<file path="config.mk">
export PLATFORM = sky130hd
export DESIGN_NAME = alu_control_seq_flat
export DESIGN_NICKNAME = d
export VERILOG_FILES = /design/src/rtl/alu_ctrl_pkg.sv /design/src/rtl/alu_control_seq_if.sv /design/src/rtl/alu_op_decode.sv /design/src/rtl/alu_control_seq.sv /design/src/flat_wrapper.sv
export SDC_FILE = /design/constraint.sdc
export NUM_CORES = 1
export LEC_CHECK = 0
export ABC_CLOCK_PERIOD_IN_PS = 2400
export CORE_MARGIN = 8
export CORE_UTILIZATION = 30
export DETAILED_ROUTE_END_ITERATION = 8
export PLACE_DENSITY = 0.67
export SKIP_CTS_REPAIR_TIMING = 1
export SLEW_MARGIN = 20
export SYNTH_ARGS = -nofsm -noshare
export SYNTH_HDL_FRONTEND = slang
export SYNTH_SLANG_ARGS = --single-unit
</file>
<file path="constraint.sdc">
create_clock -name clk -period 2.4 [get_ports clk]
set_input_delay 0.48 -clock clk [delete_from_list [all_inputs] [get_ports clk]]
set_output_delay 0.48 -clock clk [all_outputs]
set_load 0.01 [all_outputs]
</file>
<file path="src/rtl/alu_ctrl_pkg.sv">
// Shared encodings for the ALU control sequencer: RV32 opcode/funct fields,
// widened alu_op codes and the sequencer state encoding.
package alu_ctrl_pkg;

    localparam int OP_CODE_W = 5;
    typedef logic [OP_CODE_W-1:0] op_code_t;

    localparam logic [6:0] LOAD           = 7'b0000011;
    localparam logic [6:0] STORE          = 7'b0100011;
    localparam logic [6:0] JALR           = 7'b1100111;
    localparam logic [6:0] BRANCH         = 7'b1100011;
    localparam logic [6:0] ARITHMETIC     = 7'b0110011;
    localparam logic [6:0] ARITHMETIC_IMM = 7'b0010011;

    localparam logic [6:0] FUNCT7_BASE   = 7'b0000000;
    localparam logic [6:0] FUNCT7_ALT    = 7'b0100000;
    localparam logic [6:0] FUNCT7_MULDIV = 7'b0000001;

    localparam logic [2:0] FUNCT3_ADD_SUB = 3'b000;
    localparam logic [2:0] FUNCT3_SLL     = 3'b001;
    localparam logic [2:0] FUNCT3_SLT     = 3'b010;
    localparam logic [2:0] FUNCT3_SLTU    = 3'b011;
    localparam logic [2:0] FUNCT3_XOR     = 3'b100;
    localparam logic [2:0] FUNCT3_SRL_SRA = 3'b101;
    localparam logic [2:0] FUNCT3_OR      = 3'b110;
    localparam logic [2:0] FUNCT3_AND     = 3'b111;

    localparam logic [2:0] FUNCT3_BEQ  = 3'b000;
    localparam logic [2:0] FUNCT3_BNE  = 3'b001;
    localparam logic [2:0] FUNCT3_BLT  = 3'b100;
    localparam logic [2:0] FUNCT3_BGE  = 3'b101;
    localparam logic [2:0] FUNCT3_BLTU = 3'b110;
    localparam logic [2:0] FUNCT3_BGEU = 3'b111;

    localparam op_code_t OP_ADD      = 5'd0;
    localparam op_code_t OP_SUB      = 5'd1;
    localparam op_code_t OP_SLL      = 5'd2;
    localparam op_code_t OP_SLT      = 5'd3;
    localparam op_code_t OP_SLTU     = 5'd4;
    localparam op_code_t OP_XOR      = 5'd5;
    localparam op_code_t OP_SRL      = 5'd6;
    localparam op_code_t OP_SRA      = 5'd7;
    localparam op_code_t OP_OR       = 5'd8;
    localparam op_code_t OP_AND      = 5'd9;
    localparam op_code_t OP_SUB_BEQ  = 5'd10;
    localparam op_code_t OP_SUB_BNE  = 5'd11;
    localparam op_code_t OP_SUB_BLT  = 5'd12;
    localparam op_code_t OP_SUB_BGE  = 5'd13;
    localparam op_code_t OP_SUB_BLTU = 5'd14;
    localparam op_code_t OP_SUB_BGEU = 5'd15;
    localparam op_code_t OP_MUL      = 5'd16;
    localparam op_code_t OP_MULH     = 5'd17;
    localparam op_code_t OP_MULHSU   = 5'd18;
    localparam op_code_t OP_MULHU    = 5'd19;
    localparam op_code_t OP_DIV      = 5'd20;
    localparam op_code_t OP_DIVU     = 5'd21;
    localparam op_code_t OP_REM      = 5'd22;
    localparam op_code_t OP_REMU     = 5'd23;
    localparam op_code_t OP_DEFAULT  = 5'd31;

    typedef enum logic [1:0] {
        ST_IDLE = 2'd0,
        ST_HOLD = 2'd1,
        ST_BUSY = 2'd2
    } state_t;

    // Base integer op selected by funct3 (SUB/SRA variants handled by the caller).
    function automatic op_code_t base_op(input logic [2:0] f3);
        case (f3)
            FUNCT3_ADD_SUB: return OP_ADD;
            FUNCT3_SLL:     return OP_SLL;
            FUNCT3_SLT:     return OP_SLT;
            FUNCT3_SLTU:    return OP_SLTU;
            FUNCT3_XOR:     return OP_XOR;
            FUNCT3_SRL_SRA: return OP_SRL;
            FUNCT3_OR:      return OP_OR;
            default:        return OP_AND;
        endcase
    endfunction

endpackage

</file>
<file path="src/rtl/alu_control_seq_if.sv">
// Decode-side and EX-side handshake bundle of the ALU control sequencer.
// Valid/ready: a transfer happens on a rising clk edge where valid && ready; valid
// must not wait for ready, and the producer holds its payload until the transfer.
interface alu_control_seq_if #(
    parameter int OP_W = 5
) ();
    logic            in_valid;
    logic            in_ready;
    logic [31:0]     inst;
    logic [1:0]      alu_op_sig;
    logic            out_valid;
    logic            out_ready;
    logic [OP_W-1:0] alu_op;
    logic            illegal;
    logic            busy;

    modport master (
        output in_valid, inst, alu_op_sig, out_ready,
        input  in_ready, out_valid, alu_op, illegal, busy
    );

    modport slave (
        input  in_valid, inst, alu_op_sig, out_ready,
        output in_ready, out_valid, alu_op, illegal, busy
    );
endinterface

</file>
<file path="src/rtl/alu_op_decode.sv">
// Combinational RV32I(+M) ALU op decoder; alu_op_sig overrides the instruction.
module alu_op_decode
    import alu_ctrl_pkg::*;
#(
    parameter bit ENABLE_M = 1'b1
) (
    input  logic [31:0] inst,
    input  logic [1:0]  alu_op_sig,
    output op_code_t    alu_op,
    output logic        illegal,
    output logic        is_mul,
    output logic        is_div
);
    logic [6:0] opcode;
    logic [6:0] funct7;
    logic [2:0] funct3;
    logic       unused_fields;

    assign opcode        = inst[6:0];
    assign funct3        = inst[14:12];
    assign funct7        = inst[31:25];
    assign unused_fields = ^{inst[24:15], inst[11:7]};

    always_comb begin
        alu_op  = OP_DEFAULT;
        illegal = 1'b1;
        is_mul  = 1'b0;
        is_div  = 1'b0;
        case (alu_op_sig)
            2'b00: begin alu_op = OP_ADD; illegal = 1'b0; end
            2'b10: begin alu_op = OP_SUB; illegal = 1'b0; end
            2'b01: begin
                case (opcode)
                    LOAD, STORE, JALR: begin
                        alu_op  = OP_ADD;
                        illegal = 1'b0;
                    end
                    BRANCH: begin
                        illegal = 1'b0;
                        case (funct3)
                            FUNCT3_BEQ:  alu_op = OP_SUB_BEQ;
                            FUNCT3_BNE:  alu_op = OP_SUB_BNE;
                            FUNCT3_BLT:  alu_op = OP_SUB_BLT;
                            FUNCT3_BGE:  alu_op = OP_SUB_BGE;
                            FUNCT3_BLTU: alu_op = OP_SUB_BLTU;
                            FUNCT3_BGEU: alu_op = OP_SUB_BGEU;
                            default:     illegal = 1'b1;
                        endcase
                    end
                    ARITHMETIC_IMM: begin
                        // Shift immediates carry a funct7 qualifier; the rest use imm[11:5] freely.
                        if (funct3 == FUNCT3_SLL) begin
                            if (funct7 == FUNCT7_BASE) begin
                                alu_op  = OP_SLL;
                                illegal = 1'b0;
                            end
                        end else if (funct3 == FUNCT3_SRL_SRA) begin
                            if (funct7 == FUNCT7_BASE || funct7 == FUNCT7_ALT) begin
                                alu_op  = inst[30] ? OP_SRA : OP_SRL;
                                illegal = 1'b0;
                            end
                        end else begin
                            alu_op  = base_op(funct3);
                            illegal = 1'b0;
                        end
                    end
                    ARITHMETIC: begin
                        if (funct7 == FUNCT7_BASE) begin
                            alu_op  = base_op(funct3);
                            illegal = 1'b0;
                        end else if (funct7 == FUNCT7_ALT) begin
                            if (funct3 == FUNCT3_ADD_SUB) begin
                                alu_op  = OP_SUB;
                                illegal = 1'b0;
                            end else if (funct3 == FUNCT3_SRL_SRA) begin
                                alu_op  = OP_SRA;
                                illegal = 1'b0;
                            end
                        end else if (funct7 == FUNCT7_MULDIV && ENABLE_M) begin
                            // M ops are laid out contiguously from OP_MUL in funct3 order.
                            alu_op  = OP_MUL + op_code_t'(funct3);
                            illegal = 1'b0;
                            is_mul  = !funct3[2];
                            is_div  = funct3[2];
                        end
                    end
                    default: ;
                endcase
            end
            default: ;
        endcase
    end
endmodule

</file>
<file path="src/rtl/alu_control_seq.sv">
// ALU control sequencer: registers the decoded op behind a valid/ready handshake
// and stalls upstream while a multi-cycle MUL/DIV occupies the EX datapath.
module alu_control_seq
    import alu_ctrl_pkg::*;
#(
    parameter int OP_W        = 5,
    parameter bit ENABLE_M    = 1'b1,
    parameter int MUL_LATENCY = 3,
    parameter int DIV_LATENCY = 32
) (
    input  logic              clk,
    input  logic              reset,
    input  logic              flush,
    alu_control_seq_if.slave  bus,
    output state_t            state_dbg
);
    localparam logic [5:0] MUL_CNT = 6'(MUL_LATENCY - 1);
    localparam logic [5:0] DIV_CNT = 6'(DIV_LATENCY - 1);

    state_t          state_q, state_d;
    logic [5:0]      cnt_q, cnt_d;
    logic [OP_W-1:0] alu_op_q;
    logic            illegal_q;

    op_code_t        dec_op;
    logic            dec_illegal;
    logic            dec_is_mul;
    logic            dec_is_div;
    logic [5:0]      load_cnt;
    logic            in_ready;
    logic            accept;

    alu_op_decode #(
        .ENABLE_M (ENABLE_M)
    ) u_decode (
        .inst       (bus.inst),
        .alu_op_sig (bus.alu_op_sig),
        .alu_op     (dec_op),
        .illegal    (dec_illegal),
        .is_mul     (dec_is_mul),
        .is_div     (dec_is_div)
    );

    always_comb begin
        load_cnt = 6'd0;
        if (dec_is_mul)      load_cnt = MUL_CNT;
        else if (dec_is_div) load_cnt = DIV_CNT;
    end

    assign in_ready = !flush && (state_q == ST_IDLE || (state_q == ST_HOLD && bus.out_ready));
    assign accept   = bus.in_valid && in_ready;

    always_comb begin
        state_d = state_q;
        cnt_d   = cnt_q;
        if (flush) begin
            state_d = ST_IDLE;
            cnt_d   = 6'd0;
        end else if (accept) begin
            // A latency of 1 loads zero and goes straight to HOLD like any single-cycle op.
            state_d = (load_cnt != 6'd0) ? ST_BUSY : ST_HOLD;
            cnt_d   = load_cnt;
        end else begin
            case (state_q)
                ST_HOLD: if (bus.out_ready) state_d = ST_IDLE;
                ST_BUSY: begin
                    if (cnt_q <= 6'd1) begin
                        state_d = ST_HOLD;
                        cnt_d   = 6'd0;
                    end else begin
                        cnt_d = cnt_q - 6'd1;
                    end
                end
                default: ;
            endcase
        end
    end

    always_ff @(posedge clk or posedge reset) begin
        if (reset) begin
            state_q   <= ST_IDLE;
            cnt_q     <= 6'd0;
            alu_op_q  <= OP_W'(OP_DEFAULT);
            illegal_q <= 1'b0;
        end else begin
            state_q <= state_d;
            cnt_q   <= cnt_d;
            if (accept) begin
                alu_op_q  <= OP_W'(dec_op);
                illegal_q <= dec_illegal;
            end
        end
    end

    assign bus.in_ready  = in_ready;
    assign bus.out_valid = (state_q == ST_HOLD);
    assign bus.busy      = (state_q == ST_BUSY);
    assign bus.alu_op    = alu_op_q;
    assign bus.illegal   = illegal_q;
    assign state_dbg     = state_q;
endmodule

</file>
<file path="src/flat_wrapper.sv">
// flat-port wrapper written by rule: the top's interface ports become plain ports
module alu_control_seq_flat import alu_ctrl_pkg::*;
#(
    parameter int OP_W        = 5,
    parameter bit ENABLE_M    = 1'b1,
    parameter int MUL_LATENCY = 3,
    parameter int DIV_LATENCY = 32
)
  (clk, reset, flush, state_dbg, bus_in_valid, bus_inst, bus_alu_op_sig, bus_out_ready, bus_in_ready, bus_out_valid, bus_alu_op, bus_illegal, bus_busy);
  alu_control_seq_if #(.OP_W(OP_W)) bus_i ();
  input  logic clk;
  input  logic reset;
  input  logic flush;
  output state_t state_dbg;
  input wire logic [$bits(bus_i.in_valid)-1:0] bus_in_valid;
  input wire logic [$bits(bus_i.inst)-1:0] bus_inst;
  input wire logic [$bits(bus_i.alu_op_sig)-1:0] bus_alu_op_sig;
  input wire logic [$bits(bus_i.out_ready)-1:0] bus_out_ready;
  output wire logic [$bits(bus_i.in_ready)-1:0] bus_in_ready;
  output wire logic [$bits(bus_i.out_valid)-1:0] bus_out_valid;
  output wire logic [$bits(bus_i.alu_op)-1:0] bus_alu_op;
  output wire logic [$bits(bus_i.illegal)-1:0] bus_illegal;
  output wire logic [$bits(bus_i.busy)-1:0] bus_busy;
  assign bus_i.in_valid = bus_in_valid;
  assign bus_i.inst = bus_inst;
  assign bus_i.alu_op_sig = bus_alu_op_sig;
  assign bus_i.out_ready = bus_out_ready;
  assign bus_in_ready = bus_i.in_ready;
  assign bus_out_valid = bus_i.out_valid;
  assign bus_alu_op = bus_i.alu_op;
  assign bus_illegal = bus_i.illegal;
  assign bus_busy = bus_i.busy;
  alu_control_seq #(.OP_W(OP_W), .ENABLE_M(ENABLE_M), .MUL_LATENCY(MUL_LATENCY), .DIV_LATENCY(DIV_LATENCY)) u_core (.clk(clk), .reset(reset), .flush(flush), .bus(bus_i), .state_dbg(state_dbg));
endmodule
</file>
### After elaboration in Yosys (flattened, before gate mapping)

Index checks and enable logic that the tools add are counted.

* bits in latches: 0
* memories kept: 0
* bits in writable memories: 0
* bits in registers: 14
* word-level logic and storage cells: 95
* ROM bits: 0
* output and inout bits: 11
* input port bits: 39

* shift-type cells: 0
* reduce and logical (&&, ||, !) cells: 18
* multipliers: 0
* div/mod/pow operators: 0
* equal/unequal tests: 21
* bitwise logic cells: 0
* $lt $le $gt $ge: 1
* mux-type cells: 49
* add/subtract/negate cells: 2

Operators with widths (number)
* $mux 5: 10
* $mux 6: 5
* $pmux 5 s6: 1
* $pmux 4 s7: 1
* $eq 7x6->1 const B: 3
* $mux 1: 21
* $pmux 4 s5: 1
* $pmux 5 s4: 1
* $pmux 5 s3: 1
* $eq 7x7->1 const B: 2
* $eq 3x3->1 const B: 4
* $mux 2: 5
* $eq 7x1->1 const B: 1
* $eq 7x2->1 const B: 1
* $eq 7x5->1 const B: 1
* $logic_not 7->1: 1
* $eq 3x2->1 const B: 2
* $le 6x1->1 const B: 1
* $reduce_bool 6->1: 1
* $reduce_or 6->1: 1
* $sub 6x1->6 const B: 1
* $add 5x3->5 const A: 1
* $eq 2x1->1 const B: 2
* $eq 2x2->1 const B: 2
* other kinds (16): 21

### Logic depth before layout (Yosys ltp)

* word-level depth: 12
* mapped depth: 7
* depth with buffers taken out: 7

### Modules after synthesis

A second synthesis with hierarchy kept.

* cells, all modules: 176
* area, all modules: 1366.3 µm²

Modules (own cells, without submodules)
* alu_control_seq: instances 1, cells each 97, area each 817.0 µm²
* alu_op_decode: instances 1, cells each 79, area each 549.3 µm²

### Worst setup path after synthesis

No wires, ideal clock.

* kind: reg2reg
* start: register u_core.cnt_q[0]
* end: register u_core.cnt_q[5]
* stages on the path, launching flop included: 7
* data arrival time: 1599 ps
* path buffers: 0
* library setup time: 110 ps
* required time: 2290 ps
* setup slack: 691 ps
* period minus slack after synthesis: 1709 ps
* path through: dfrtp_1 -> inv_1 -> ha_1 -> o21ba_2 -> and2_4 -> or3_1 -> o41ai_1

* longest elaborated chain between the ends: 5

Ends and longest elaborated chain
* start, declared: line alu_control_seq.sv:21 `logic [5:0] cnt_q, cnt_d;`
* start signal, assigned: line alu_control_seq.sv:87 `cnt_q <= cnt_d;`
* $sub 6x1->6 or $le 6x1->1 (tied branches): line alu_control_seq.sv:71, alu_control_seq.sv:67
* $mux 6 *: line alu_control_seq.sv:67 `if (cnt_q <= 6'd1) begin`
* $mux 6 *: line alu_control_seq.sv:64 `case (state_q)`
* $mux 6 *: line alu_control_seq.sv:59 `end else if (accept) begin`
* $mux 6 *: line alu_control_seq.sv:56 `if (flush) begin`

Mark *: on every way between the ends. The rest lies on a longest branch, timed or not. The select of a mux whose other input is x is not followed.
A chain may end at the register's enable or synchronous reset.

### Worst setup path after layout

* start: register u_core.state_q[1] (netlist: u_core.state_dbg[1])
* end: output bus_busy

* longest elaborated chain between the ends: 1

Ends and longest elaborated chain
* start, declared: line alu_control_seq.sv:20 `state_t state_q, state_d;`
* start signal, assigned: line alu_control_seq.sv:86 `state_q <= state_d;`
* $eq 2x2->1: line alu_control_seq.sv:97 `assign bus.busy = (state_q == ST_BUSY);`
* end, declared: line flat_wrapper.sv:23 `output wire logic [$bits(bus_i.busy)-1:0] bus_busy;`

Every way passes these cells.

==> impl_results.md <==
- Status: completed
- Routed wire length: between 3 and 4 mm
- Setup TNS: 0 ns
- Setup Viol. Count Final: 0
- Crit Path Max Fanout: 9
- Die ar.: 6760 µm²
- Post-Syn Area: between 1000 and 1500 µm²
- Fmax: around 450 MHz
- Layout Utilization: a little over two fifths
- Placed cell area: around 1800 µm²
- CP arrival: roughly 1.7 ns
- Diode count: 0
- Syn Nets: ~210
- Mean Syn Cell Area: roughly 8 µm²
- Netlist cell types: 60
- CP startpoint kind: flop
- DR vias/cell: around 5.4
- DRC viols: 0
- Num rows: 24
- Ports: 50
- Initial core utilization: a little under a third
- FF/Latch Area: about 360 µm²
- First-pass GRT wire length: between 6 and 7 mm
- Worst skew pair latency: about 0.25 ns
- Clock-pin slew on the worst setup and hold paths: ~0.060 ns
- Flop and latch count out of synthesis: 14
- Leak: between 0.7 and 0.8 nW
- Async SR Flop Fraction: 100%
- Core ar.: 4290 µm²
- Hold Path Class: flop to flop
- Chip height: 82.2 µm
- Crit Path Class: flop to output port
- Share of cells above drive strength 1: between 15 and 20%
- First-pass iteration count of the detailed router: 4
- Max-slew headroom at the worst pin: a little over three fifths
- Syn Inst Count: 164
- Clock sink count: 14
- Post-route minimum period: approximately 2.2 ns
- Filler Cell Count: approximately 440
- Drt initial violations: 54
- Clock buffer depth: 2
- Cell count after placement: between 200 and 300
- Main synth FF type: dfrtp_1
- CTS Buf Count: 3
- Vias in the first global route: between 1k and 1.5k
- Final Cycle Share: 91.6%
- Worst-Margin Slew: 0.554 ns
- Power Density: between 300 and 400 nW/µm²
- Final hold vios: 0
- Cell Count, Final, Fillers Out: between 200 and 300
- M3 GR Usage: under 10%
- CP required: 1.92 ns
- Final Max Slew Viols: 0
- Setup Skew: around 0.0026 ns
- Dpl hpwl: 3.03 mm
- Total GRT Usage: approximately an eighth
- Root buffer cell: clkbuf_8
- Grt met1 use: around 14%
- Initial antenna violation count: 0
- Via Count: 1403
- H-tree depth: 1
- Most Used Layer, Global Route: met2
- Routed len/inst: about 14 µm
- Number of flops mapped to enable cells by yosys: 0
- Max-Cap Viols: 0
- # port buffers: 34
- GRT overflow: 0
- Area growth syn-to-layout: 39.6%
- RSZ-0062 raised after global routing: no
- Post-DRT Antenna Nets: 0
- Final #Nets: roughly 250
- Sequential share of the synthesized area: between 20% and 30%
- Area occupied by multi-input gates: a little under 900 µm²
- Largest net degree at the start of global routing: 15
- Worst vdd ir: 0.169 mV
- GPL Wtd Cong: a little under 0.9
- Grt met2 use: roughly a fifth
- Pwr Total: between 0.7 and 0.8 mW
- CTS tree: yes
- Die X-Extent: roughly 82 µm
- Final instance area: 1840 µm²
- Synth Warn #: 0
- Crit. End Element: output port
## stage by stage
step	setup WS (ns)	hold WS, ns
after floorplan	0.691	0.366
after global placement	0.0509	0.509
after detailed placement	0.0627	0.524
after CTS	0.0530	0.537
after global routing	0.0823	0.554
final	0.200	0.543
## layout make-up
cell class	count	area share [%]
multi-input combinational	132	47.6
sequential	14	19.4
inverter	12	2.45
clock buffer	4	3.00
tap	52	3.54
timing repair buffer	47	24.0
## routing by layer
metal  wire length [µm]  part of all wire (%)
met4                 70                   1.9
met5                  0                     0
met3                274                   7.3
met1               1660                    44
met2               1770                    47
## kinds of logic (layout without fill, tap and decap cells)
logic type / after synthesis / in the layout / share of synthesized area (%)
simple gates: 71 / 71 / 33.5
compound gates: 56 / 56 / 28.8
buf+inv: 18 / 63 / 6.47
flops: 14 / 14 / 27.1
fa+ha+maj: 2 / 2 / 1.90
xor+xnor: 2 / 2 / 1.33
mux: 1 / 1 / 0.856
## synthesized netlist by cell type, types with 2 or more instances
cell type | n | area share, %
nand2b_1 | 3 | 1.4
dfstp_2 | 5 | 10
nor3_1 | 5 | 1.9
clkbuf_1 | 2 | 0.57
or3_1 | 2 | 0.95
nand4_1 | 2 | 0.95
and3_1 | 2 | 0.95
o211ai_1 | 3 | 1.7
nand2_1 | 21 | 6.0
a22o_1 | 3 | 2.0
nor2_1 | 7 | 2.0
o21ai_0 | 15 | 5.7
nor2b_1 | 3 | 1.4
a31oi_1 | 4 | 1.9
inv_1 | 12 | 3.4
nand3_1 | 5 | 1.9
a41oi_1 | 3 | 2.0
dfrtp_1 | 9 | 17
buf_2 | 2 | 0.76
a21oi_1 | 13 | 4.9
ha_1 | 2 | 1.9
and3b_1 | 2 | 1.3
buf_6 | 2 | 1.7
## path summary, 6_finish.rpt
check                      slack (ns)                    to                 from  depth (start not counted)
setup / recovery                 0.20              bus_busy  u_core.state_dbg[1]                          2
hold / removal                   0.54       u_core.cnt_q[1]      u_core.cnt_q[1]                          1
setup reg to reg                 0.48       u_core.cnt_q[5]      u_core.cnt_q[0]                          6
hold reg to reg                  0.54       u_core.cnt_q[1]      u_core.cnt_q[1]                          1
max in group asynchronous        1.45  u_core.bus.alu_op[0]                reset                          2
min in group asynchronous        0.57    u_core.bus.illegal                reset                          2
## flip-flops by register name (all words and copies together) (netlist names)
name                cells
u_core.bus.illegal      1
u_core.state_dbg        2
u_core.cnt_q            6
u_core.bus.alu_op       5
## worst max-delay path, cell delays in order (launching register included)
cell,delay (ns)
dfrtp_1,0.48
nor2b_1,0.38
clkdlybuf4s50_1,0.61
## cell usage in the layout (no fill, tap or decap), types with 2 or more instances in the layout
| cell type | count |
|---|---|
| nand2b_1 | 3 |
| dfstp_2 | 5 |
| a41oi_1 | 3 |
| buf_4 | 13 |
| o211ai_1 | 3 |
| dfrtp_1 | 9 |
| a21oi_1 | 13 |
| and3b_1 | 2 |
| nand2_1 | 21 |
| nor2b_1 | 3 |
| or3_1 | 2 |
| nand3_1 | 5 |
| a22o_1 | 3 |
| clkdlybuf4s50_1 | 33 |
| nor3_1 | 5 |
| ha_1 | 2 |
| a31oi_1 | 4 |
| nor2_1 | 7 |
| o21ai_0 | 15 |
| nand4_1 | 2 |
| clkbuf_8 | 4 |
| and3_1 | 2 |
| inv_1 | 12 |
## power by group
group	switching (mW)	internal, mW
sequential	0.0129	0.263
combinational	0.0932	0.112
clock	0.0909	0.146
total	0.197	0.520
Power figures use the tool's default switching activity.
==> edit: new RTL, config.mk and constraints unchanged <==
`ENABLE_M` is set to 1'b1 in 3 places; all go to 1'b0.
--- a/src/rtl/alu_op_decode.sv
+++ b/src/rtl/alu_op_decode.sv
@@ -2,7 +2,7 @@
 module alu_op_decode
     import alu_ctrl_pkg::*;
 #(
-    parameter bit ENABLE_M = 1'b1
+    parameter bit ENABLE_M = 1'b0
 ) (
     input  logic [31:0] inst,
     input  logic [1:0]  alu_op_sig,
--- a/src/rtl/alu_control_seq.sv
+++ b/src/rtl/alu_control_seq.sv
@@ -4,7 +4,7 @@
     import alu_ctrl_pkg::*;
 #(
     parameter int OP_W        = 5,
-    parameter bit ENABLE_M    = 1'b1,
+    parameter bit ENABLE_M    = 1'b0,
     parameter int MUL_LATENCY = 3,
     parameter int DIV_LATENCY = 32
 ) (
--- a/src/flat_wrapper.sv
+++ b/src/flat_wrapper.sv
@@ -2,7 +2,7 @@
 module alu_control_seq_flat import alu_ctrl_pkg::*;
 #(
     parameter int OP_W        = 5,
-    parameter bit ENABLE_M    = 1'b1,
+    parameter bit ENABLE_M    = 1'b0,
     parameter int MUL_LATENCY = 3,
     parameter int DIV_LATENCY = 32
 )
Formal check against the unedited RTL: not equivalent (a bounded check fails within 4 cycles, from zero or initial values and one cycle with reset high).
==> edit against the unedited design <==
- design area shrank 40%
- worst setup slack lost 0.00094 ns
- sequential cell count fell by 7
- utilization rose by 5.7 points
- register-to-register slack better by 0.33 ns
- wire length decreased by 46%
- sequential share of layout area down 2.8 points
- combinational power shrank 22%
- non-clock buffer count shrank 12
- total power is 42% lower
- synthesized area shrank 45%
- critical endpoint is now bus_in_ready
- largest power group is now combinational logic
==> edit: results (changes against the unedited design) <==
status finished clean (unchanged); # diodes 0 (unchanged); peak fanout along the critical path 3 (was 9); layout cells sized above 1 0.1563 (was 0.1818); via/cell ratio 5.064 (was 5.375); Longest Clk Path Bufs 2 (unchanged); WL final 2051 um (was 3765 um); Netlist cell types 41 (was 60); register area share after synthesis 0.2509 (was 0.2712); 1st-iter DRT viols 18 (was 54); Final Setup Violations 0 (unchanged); initial antenna violation count 0 (unchanged); I/O Buffers 32 (was 34); total CTS buffers 3 (unchanged); fill count 239 (was 439); worst vdd ir 0.0001948 V (was 0.0001687 V); clock latency on the worst-skew pair 0.24 ns; number of synthesis warnings 0 (unchanged); Reg clk slew, reported paths 0.05 ns; setup skew after layout 0.002058 ns (was 0.002634 ns); Tightest Hold Check Type input port to async pin (was flip-flop to flip-flop); vias in the first global route 796 (was 1448); Place WS 0.07474 ns (was 0.06270 ns); Top FF cell, synth dfstp_2 (was dfrtp_1); largest net degree at the start of global routing 14 (was 15); nets@finish 168 (was 251); max reg flops 5 (was 6); leakage 0.4089 nW (was 0.7586 nW); commonest cells in the netlist nor2_1, a21oi_1, o21ai_0 (was nand2_1, o21ai_0, a21oi_1); first-pass GRT wire length 3381 um (was 6444 um); post-synthesis async set-or-reset flop share 1.000 (unchanged); gr usage total 0.09539 (was 0.1172); Root Buffer clkbuf_4 (was clkbuf_8); H-tree levels 1 (unchanged); Synth area leaders dfstp_2, dfrtp_1, nor2_1, a21oi_1, o21ai_0 (was dfrtp_1, dfstp_2, nand2_1, o21ai_0, a21oi_1); DR pass1 iterations 4 (unchanged); post-detail-place hpwl 1751 um (was 3033 um); final RePlAce weighted congestion 0.7693 (was 0.8891)
edit: kinds of logic after synthesis:
logic type / Yosys count / share of synthesized area
simple gates: 49 / 0.4101
flops: 7 / 0.2509
xor+xnor: 2 / 0.02423
other cells: 1 / 0.005185
buf+inv: 9 / 0.06401
compound gates: 27 / 0.2457
edit: final timing paths:
check,start,cells after the start,end,slack [ns]
setup / recovery,bus_out_ready,4,bus_in_ready,0.20
hold / removal,reset,2,u_core.state_dbg[0],0.46
setup reg to reg,u_core.state_dbg[0],5,u_core.bus.alu_op[2],0.81
hold reg to reg,u_core.bus.alu_op[4],2,u_core.bus.alu_op[4],0.49
max in group asynchronous,reset,2,u_core.bus.alu_op[4],1.68
min in group clk,u_core.bus.alu_op[4],2,u_core.bus.alu_op[4],0.49
edit: report_power, final:
part / switching, mW / internal [mW] / total, mW
Combinational: 0.0662 / 0.0929 / 0.159
Sequential: 0.00842 / 0.144 / 0.152
Clock: 0.0397 / 0.0632 / 0.103
edit: layer usage:
layer,vias up,wire (um),global-route usage
li1,410,-,-
met1,363,851,0.09902
met2,15,1063,0.1789
met3,2,124,0.02034
met4,0,11,0.04360
met5,-,0,0
edit: worst max-delay path: stages:
cell and delay (ns):
clkdlybuf4s50_1 0.45, nor2b_1 0.06, nor2_1 0.16, clkdlybuf4s50_1 0.57
edit: layout make-up:
class,instances,area share
Multi-Input combinational cell,80,0.4570
Sequential cell,7,0.1661
Inverter,2,0.006873
Timing Repair Buffer,35,0.3139
Clock buffer,4,0.02405
Tap cell,28,0.03207
edit: through the flow:
step           cells  cell area (um2)  hold slack (ns)    util
2_1_floorplan     96            726.9           0.2798       -
3_3_place_gp     152             1066           0.4756  0.4728
3_5_place_dp     152             1066           0.4882  0.4728
4_1_cts          156             1092           0.4641  0.4845
5_1_grt          156             1092           0.4754  0.4845
6_report         156             1092           0.4579  0.4845
